===== config.mk =====
export PLATFORM = sky130hd
export DESIGN_NAME = hdmi_pll_supervisor_flat
export DESIGN_NICKNAME = d
export VERILOG_FILES = /design/src/rtl/hdmi_pll_supervisor_if.sv /design/src/rtl/hdmi_pll_supervisor.sv /design/src/flat_wrapper.sv
export SDC_FILE = /design/constraint.sdc
export NUM_CORES = 1
export LEC_CHECK = 0
export ABC_AREA = 1
export CORE_UTILIZATION = 35
export DETAILED_ROUTE_END_ITERATION = 7
export HOLD_SLACK_MARGIN = 0.08
export PLACE_DENSITY_LB_ADDON = 0.3
export SYNTH_ARGS = -nofsm -noshare
export SYNTH_HDL_FRONTEND = slang
export SYNTH_SLANG_ARGS = --single-unit

===== constraint.sdc =====
create_clock -name clk -period 2.1 [get_ports clk]
set_clock_uncertainty 0.2 [all_clocks]
set_input_delay 0.315 -clock clk [delete_from_list [all_inputs] [get_ports clk]]
set_output_delay 0.315 -clock clk [all_outputs]
set_load 0.1 [all_outputs]

===== src/rtl/hdmi_pll_supervisor_if.sv =====
// ============================================================================
// Module      : hdmi_pll_supervisor_if
// Description : Control/status bundle between the HDMI PLL supervisor and its
//               surroundings (lock input, delay strobes, status outputs).
// Revision    : 1.0 - initial release
// ============================================================================
`default_nettype none

interface hdmi_pll_supervisor_if;
  logic       pll_locked;
  logic       delay_inc;
  logic       delay_dec;
  logic       clear_status;
  logic [3:0] pll_delay;
  logic       hdmi_reset;
  logic       ready;
  logic       lock_lost;
  logic [7:0] lost_count;

  modport master (
    output pll_locked, delay_inc, delay_dec, clear_status,
    input  pll_delay, hdmi_reset, ready, lock_lost, lost_count
  );

  modport slave (
    input  pll_locked, delay_inc, delay_dec, clear_status,
    output pll_delay, hdmi_reset, ready, lock_lost, lost_count
  );
endinterface

`default_nettype wire


===== src/rtl/hdmi_pll_supervisor.sv =====
// ============================================================================
// Module      : hdmi_pll_supervisor
// Description : Qualifies HDMI PLL lock, gates the HDMI-domain reset, owns the
//               PLL dynamic feedback delay and keeps lock-loss statistics.
// Revision    : 1.0 - initial release
// ============================================================================
`default_nettype none

module hdmi_pll_supervisor #(
  parameter int unsigned STABLE_CYCLES = 1024,
  parameter int unsigned SETTLE_CYCLES = 256,
  parameter logic [3:0]  DELAY_INIT    = 4'd0
) (
  input  wire logic             clk,
  input  wire logic             reset,
  hdmi_pll_supervisor_if.slave  bus
);

  localparam int unsigned CNT_MAX = (STABLE_CYCLES > SETTLE_CYCLES) ? STABLE_CYCLES : SETTLE_CYCLES;
  localparam int unsigned CW      = $clog2(CNT_MAX);

  localparam logic [CW-1:0] STABLE_LAST = CW'(STABLE_CYCLES - 1);
  localparam logic [CW-1:0] SETTLE_LAST = CW'(SETTLE_CYCLES - 1);

  localparam logic [1:0] S_WAIT_LOCK = 2'd0;
  localparam logic [1:0] S_STABLE    = 2'd1;
  localparam logic [1:0] S_RUN       = 2'd2;
  localparam logic [1:0] S_SETTLE    = 2'd3;

  logic          sync1_q;
  logic          lk_q;
  logic [1:0]    state_q,     state_d;
  logic [CW-1:0] cnt_q,       cnt_d;
  logic [3:0]    delay_q,     delay_d;
  logic          hrst_q,      hrst_d;
  logic          ready_q,     ready_d;
  logic          lock_lost_q, lock_lost_d;
  logic [7:0]    lost_cnt_q,  lost_cnt_d;
  logic          run_loss;

  // Two-flop synchroniser: pll_locked is asynchronous to clk.
  always_ff @(posedge clk) begin
    if (reset) begin
      sync1_q <= 1'b0;
      lk_q    <= 1'b0;
    end else begin
      sync1_q <= bus.pll_locked;
      lk_q    <= sync1_q;
    end
  end

  always_comb begin
    state_d  = state_q;
    cnt_d    = cnt_q;
    delay_d  = delay_q;
    run_loss = 1'b0;

    case (state_q)
      S_WAIT_LOCK: begin
        cnt_d = '0;
        if (lk_q) begin
          state_d = S_STABLE;
        end
      end

      S_STABLE: begin
        if (!lk_q) begin
          state_d = S_WAIT_LOCK;
          cnt_d   = '0;
        end else if (cnt_q == STABLE_LAST) begin
          state_d = S_RUN;
          cnt_d   = '0;
        end else begin
          cnt_d = cnt_q + 1'b1;
        end
      end

      S_RUN: begin
        cnt_d = '0;
        // A lock loss wins over any delay strobe arriving in the same cycle.
        if (!lk_q) begin
          state_d  = S_WAIT_LOCK;
          run_loss = 1'b1;
        end else if (bus.delay_inc && !bus.delay_dec && (delay_q != 4'd15)) begin
          delay_d = delay_q + 4'd1;
          state_d = S_SETTLE;
        end else if (bus.delay_dec && !bus.delay_inc && (delay_q != 4'd0)) begin
          delay_d = delay_q - 4'd1;
          state_d = S_SETTLE;
        end
      end

      S_SETTLE: begin
        if (cnt_q == SETTLE_LAST) begin
          state_d = S_STABLE;
          cnt_d   = '0;
        end else begin
          cnt_d = cnt_q + 1'b1;
        end
      end

      default: begin
        state_d = S_WAIT_LOCK;
        cnt_d   = '0;
      end
    endcase
  end

  always_comb begin
    lock_lost_d = lock_lost_q;
    lost_cnt_d  = lost_cnt_q;
    // A clear coinciding with a loss leaves exactly that one loss recorded.
    if (run_loss) begin
      lock_lost_d = 1'b1;
      if (bus.clear_status) begin
        lost_cnt_d = 8'd1;
      end else if (lost_cnt_q != 8'hFF) begin
        lost_cnt_d = lost_cnt_q + 8'd1;
      end
    end else if (bus.clear_status) begin
      lock_lost_d = 1'b0;
      lost_cnt_d  = 8'd0;
    end
  end

  always_comb begin
    hrst_d  = (state_d != S_RUN);
    ready_d = (state_d == S_RUN);
  end

  always_ff @(posedge clk) begin
    if (reset) begin
      state_q     <= S_WAIT_LOCK;
      cnt_q       <= '0;
      delay_q     <= DELAY_INIT;
      hrst_q      <= 1'b1;
      ready_q     <= 1'b0;
      lock_lost_q <= 1'b0;
      lost_cnt_q  <= 8'd0;
    end else begin
      state_q     <= state_d;
      cnt_q       <= cnt_d;
      delay_q     <= delay_d;
      hrst_q      <= hrst_d;
      ready_q     <= ready_d;
      lock_lost_q <= lock_lost_d;
      lost_cnt_q  <= lost_cnt_d;
    end
  end

  assign bus.pll_delay  = delay_q;
  assign bus.hdmi_reset = hrst_q;
  assign bus.ready      = ready_q;
  assign bus.lock_lost  = lock_lost_q;
  assign bus.lost_count = lost_cnt_q;

endmodule

`default_nettype wire


===== src/flat_wrapper.sv =====
// flat-port wrapper written by rule: the top's interface ports become plain ports
module hdmi_pll_supervisor_flat 
#(
  parameter int unsigned STABLE_CYCLES = 1024,
  parameter int unsigned SETTLE_CYCLES = 256,
  parameter logic [3:0]  DELAY_INIT    = 4'd0
)
  (clk, reset, bus_pll_locked, bus_delay_inc, bus_delay_dec, bus_clear_status, bus_pll_delay, bus_hdmi_reset, bus_ready, bus_lock_lost, bus_lost_count);
  hdmi_pll_supervisor_if bus_i ();
  input  wire logic clk;
  input  wire logic reset;
  input wire logic [$bits(bus_i.pll_locked)-1:0] bus_pll_locked;
  input wire logic [$bits(bus_i.delay_inc)-1:0] bus_delay_inc;
  input wire logic [$bits(bus_i.delay_dec)-1:0] bus_delay_dec;
  input wire logic [$bits(bus_i.clear_status)-1:0] bus_clear_status;
  output wire logic [$bits(bus_i.pll_delay)-1:0] bus_pll_delay;
  output wire logic [$bits(bus_i.hdmi_reset)-1:0] bus_hdmi_reset;
  output wire logic [$bits(bus_i.ready)-1:0] bus_ready;
  output wire logic [$bits(bus_i.lock_lost)-1:0] bus_lock_lost;
  output wire logic [$bits(bus_i.lost_count)-1:0] bus_lost_count;
  assign bus_i.pll_locked = bus_pll_locked;
  assign bus_i.delay_inc = bus_delay_inc;
  assign bus_i.delay_dec = bus_delay_dec;
  assign bus_i.clear_status = bus_clear_status;
  assign bus_pll_delay = bus_i.pll_delay;
  assign bus_hdmi_reset = bus_i.hdmi_reset;
  assign bus_ready = bus_i.ready;
  assign bus_lock_lost = bus_i.lock_lost;
  assign bus_lost_count = bus_i.lost_count;
  hdmi_pll_supervisor #(.STABLE_CYCLES(STABLE_CYCLES), .SETTLE_CYCLES(SETTLE_CYCLES), .DELAY_INIT(DELAY_INIT)) u_core (.clk(clk), .reset(reset), .bus(bus_i));
endmodule

==> results of run 1 <==
==> worst paths after layout <==
kind / slack, ns / to / depth (start not counted)
setup / recovery: 0.21 / u_core.bus.pll_delay[3] / 13
setup reg to reg: 0.27 / u_core.bus.pll_delay[3] / 11
hold / removal: 0.20 / u_core.lk_q / 2
hold reg to reg: 0.20 / u_core.lk_q / 2
==> per-layer routing <==
layer  routed length (um)  part of all wire  global-route usage  up-vias
met5                    0                 0                   0        -
met4                   43             0.015              0.0718        0
met3                  122             0.042              0.0473        5
met2                 1290              0.44               0.223       21
met1                 1470              0.50               0.187      568
li1                     -                 -                   -      752
==> cells by family (layout without fill, tap and decap cells) <==
family / after synthesis / in the layout / synth area share
buffers and inverters: 36 / 69 / 0.0948
and+or+nand+nor: 116 / 116 / 0.354
DFF: 29 / 29 / 0.386
AOI/OAI and AO/OA: 24 / 24 / 0.0898
adders and majority gates: 5 / 5 / 0.0466
xor gates and xnor gates: 5 / 5 / 0.0291
==> sequential cells by signal, summed over array words and instances, names as in the netlist <==
signal,count
u_core.lk_q,1
u_core.bus.pll_delay,4
u_core.cnt_q,10
u_core.state_q,2
u_core.bus.hdmi_reset,1
u_core.bus.lock_lost,1
u_core.bus.ready,1
u_core.bus.lost_count,8
u_core.sync1_q,1
==> final cells by class <==
type                    count  area, um^2  area share
multi-input cells         150         805       0.421
flip-flops and latches     29         588       0.308
repair buffers             26         208       0.109
inverters                  35         131      0.0688
clock buffers               7        86.3      0.0452
well taps                  50        62.6      0.0327
clock inverters             1        30.0      0.0157
==> worst max-delay path: stages <==
cell and delay, ns:
clkdlybuf4s50_1 0.48, nand2_1 0.08, inv_2 0.07, o21ai_4 0.08
ha_1 0.29, nand3_1 0.10, nand3_1 0.07, nand2_1 0.07
nand2_1 0.06, nor2_2 0.09, nand2_1 0.06, nand2_1 0.05
nor2_1 0.04
==> power groups by stage <==
stage	registers (mW)	clock network (mW)	logic (mW)
final	0.555	0.590	0.0555
after global routing	0.555	0.634	0.0618
after CTS	0.555	0.606	0.0533
after floorplan	0.567	0	0.0305
after global placement	0.567	0	0.0528
after detailed placement	0.567	0	0.0530
==> cells in the mapped netlist (2+ instances only) <==
library cell   n
nand4_1        9
nor2_4         2
xnor2_1        2
inv_1         35
a21oi_1       12
dfxtp_1       29
nand2_4        2
o21ai_0        7
xor2_1         3
ha_1           4
nand2_2        3
nor2_2         2
nand3_2        2
nand3_1       15
nand2_1       47
nor2_1        33
==> metrics, run 1 <==
P_leak 0.847 nW; most common cell after layout, fill and taps aside nand2_1; CTS tree built; Synth top area share 0.386; core footprint 4060 um^2; Area Overhead vs Synth 26.9%; Top FF cell, synth dfxtp_1; final period utilization 0.899; Worst-Margin Slew 0.372 ns; most frequent cells in the layout 47 x nand2_1, 34 x inv_1, 32 x nor2_1, 23 x dfxtp_1, 21 x buf_4; row count 23; final hold vios 0; initial antenna violation count 0; fmax 0.530 GHz; # Post-CTS Setup Buffers 0; share of layout cells above drive strength 1 0.198; Synth area leaders dfxtp_1 39%, nand2_1 12%, inv_1 8.7%; Detailed Place HPWL 2200 um; Sw Share 0.196; sequential group share of total power 0.462; DIE WIDTH 67.6 um; internal power 0.966 mW; gr ovfl total 0; # fillers 401; worst-skew pair later-pin latency 0.28 ns; Clk network pwr share 0.492; clk root buf clkbuf_8; setup slack at placement -0.110 ns; final setup violation count 0; number of CTS-inserted buffers 5; die area 4570 um^2; Ys Warns 0; Final ANT Viol Nets 0; Slew headroom 0.751; initial DRC count 57; post-cts sizing count 0; sequential fraction of the synthesis area 0.386; min-delay src u_core.sync1_q; GRT Overall Usage 0.147; I/O pin count 21; Non-Filler Instances 298; final WL 2930 um; Reg clk slew, reported paths 0.06 ns; first-pass GRT wire length 5000 um; hold crit path type flop to flop; WL/cell 9.83 um; Synth cell types 24; Max Slew Vio Count 0; number of max-cap violations 0; switching pwr 0.235 mW; Syn Nets 226; R2R Path Start u_core.bus.pll_delay[2]; post-synthesis register bit count 29; clk buf depth 2; Tmin final 1.89 ns; CP Data Arrival Time 1.86 ns; final setup TNS 0 ns; die height 67.6 um; # hold bufs at CTS 0; IO buf count 20; Antenna Cells 0; total power 1.20 mW; final instance area 1910 um^2; vias in the first global route 1184; via count 1346; Crit Path Category input pin to flop; Final WS setup 0.212 ns; clk sink count 29; final net count 258; Mean Syn Cell Area 7.00 um^2; Post-synth EDFFs 0; unrepaired setup endpoints after global routing no; Synth area leader dfxtp_1; Peak supply drop 0.413 mV; Post-Syn Instances 215; Logic pwr share 0.046; largest net degree at the start of global routing 10; vias per cell 4.52; crit path capture type flop; Critical Path RT 2.07 ns; placed instance area 1770 um^2; Critical Path Start bus_delay_inc; RD Place Congestion 0.816; hold_ws 0.203 ns; Initial Util 0.371; 1st-pass router iterations 4; outcome finished clean; PwrDens 629 nW/um^2; CP Launch Type input pin; H-tree depth 2; asr flop ratio synth 0; CP max FO 4; Post-Syn Area 1510 um^2; DRC viols 0; # placed instances 290; Final Util 0.471
(Power assumes the default switching activity.)
==> run 2: changes to the inputs <==
--- a/config.mk
+++ b/config.mk
@@ -6,6 +6,7 @@
 export NUM_CORES = 1
 export LEC_CHECK = 0
 export ABC_AREA = 1
+export ABC_CLOCK_PERIOD_IN_PS = 2100
 export CORE_UTILIZATION = 35
 export DETAILED_ROUTE_END_ITERATION = 7
 export HOLD_SLACK_MARGIN = 0.08
==> results of run 2 <==
Same layout as run 1: the final DEF is identical, and so are final timing and power.
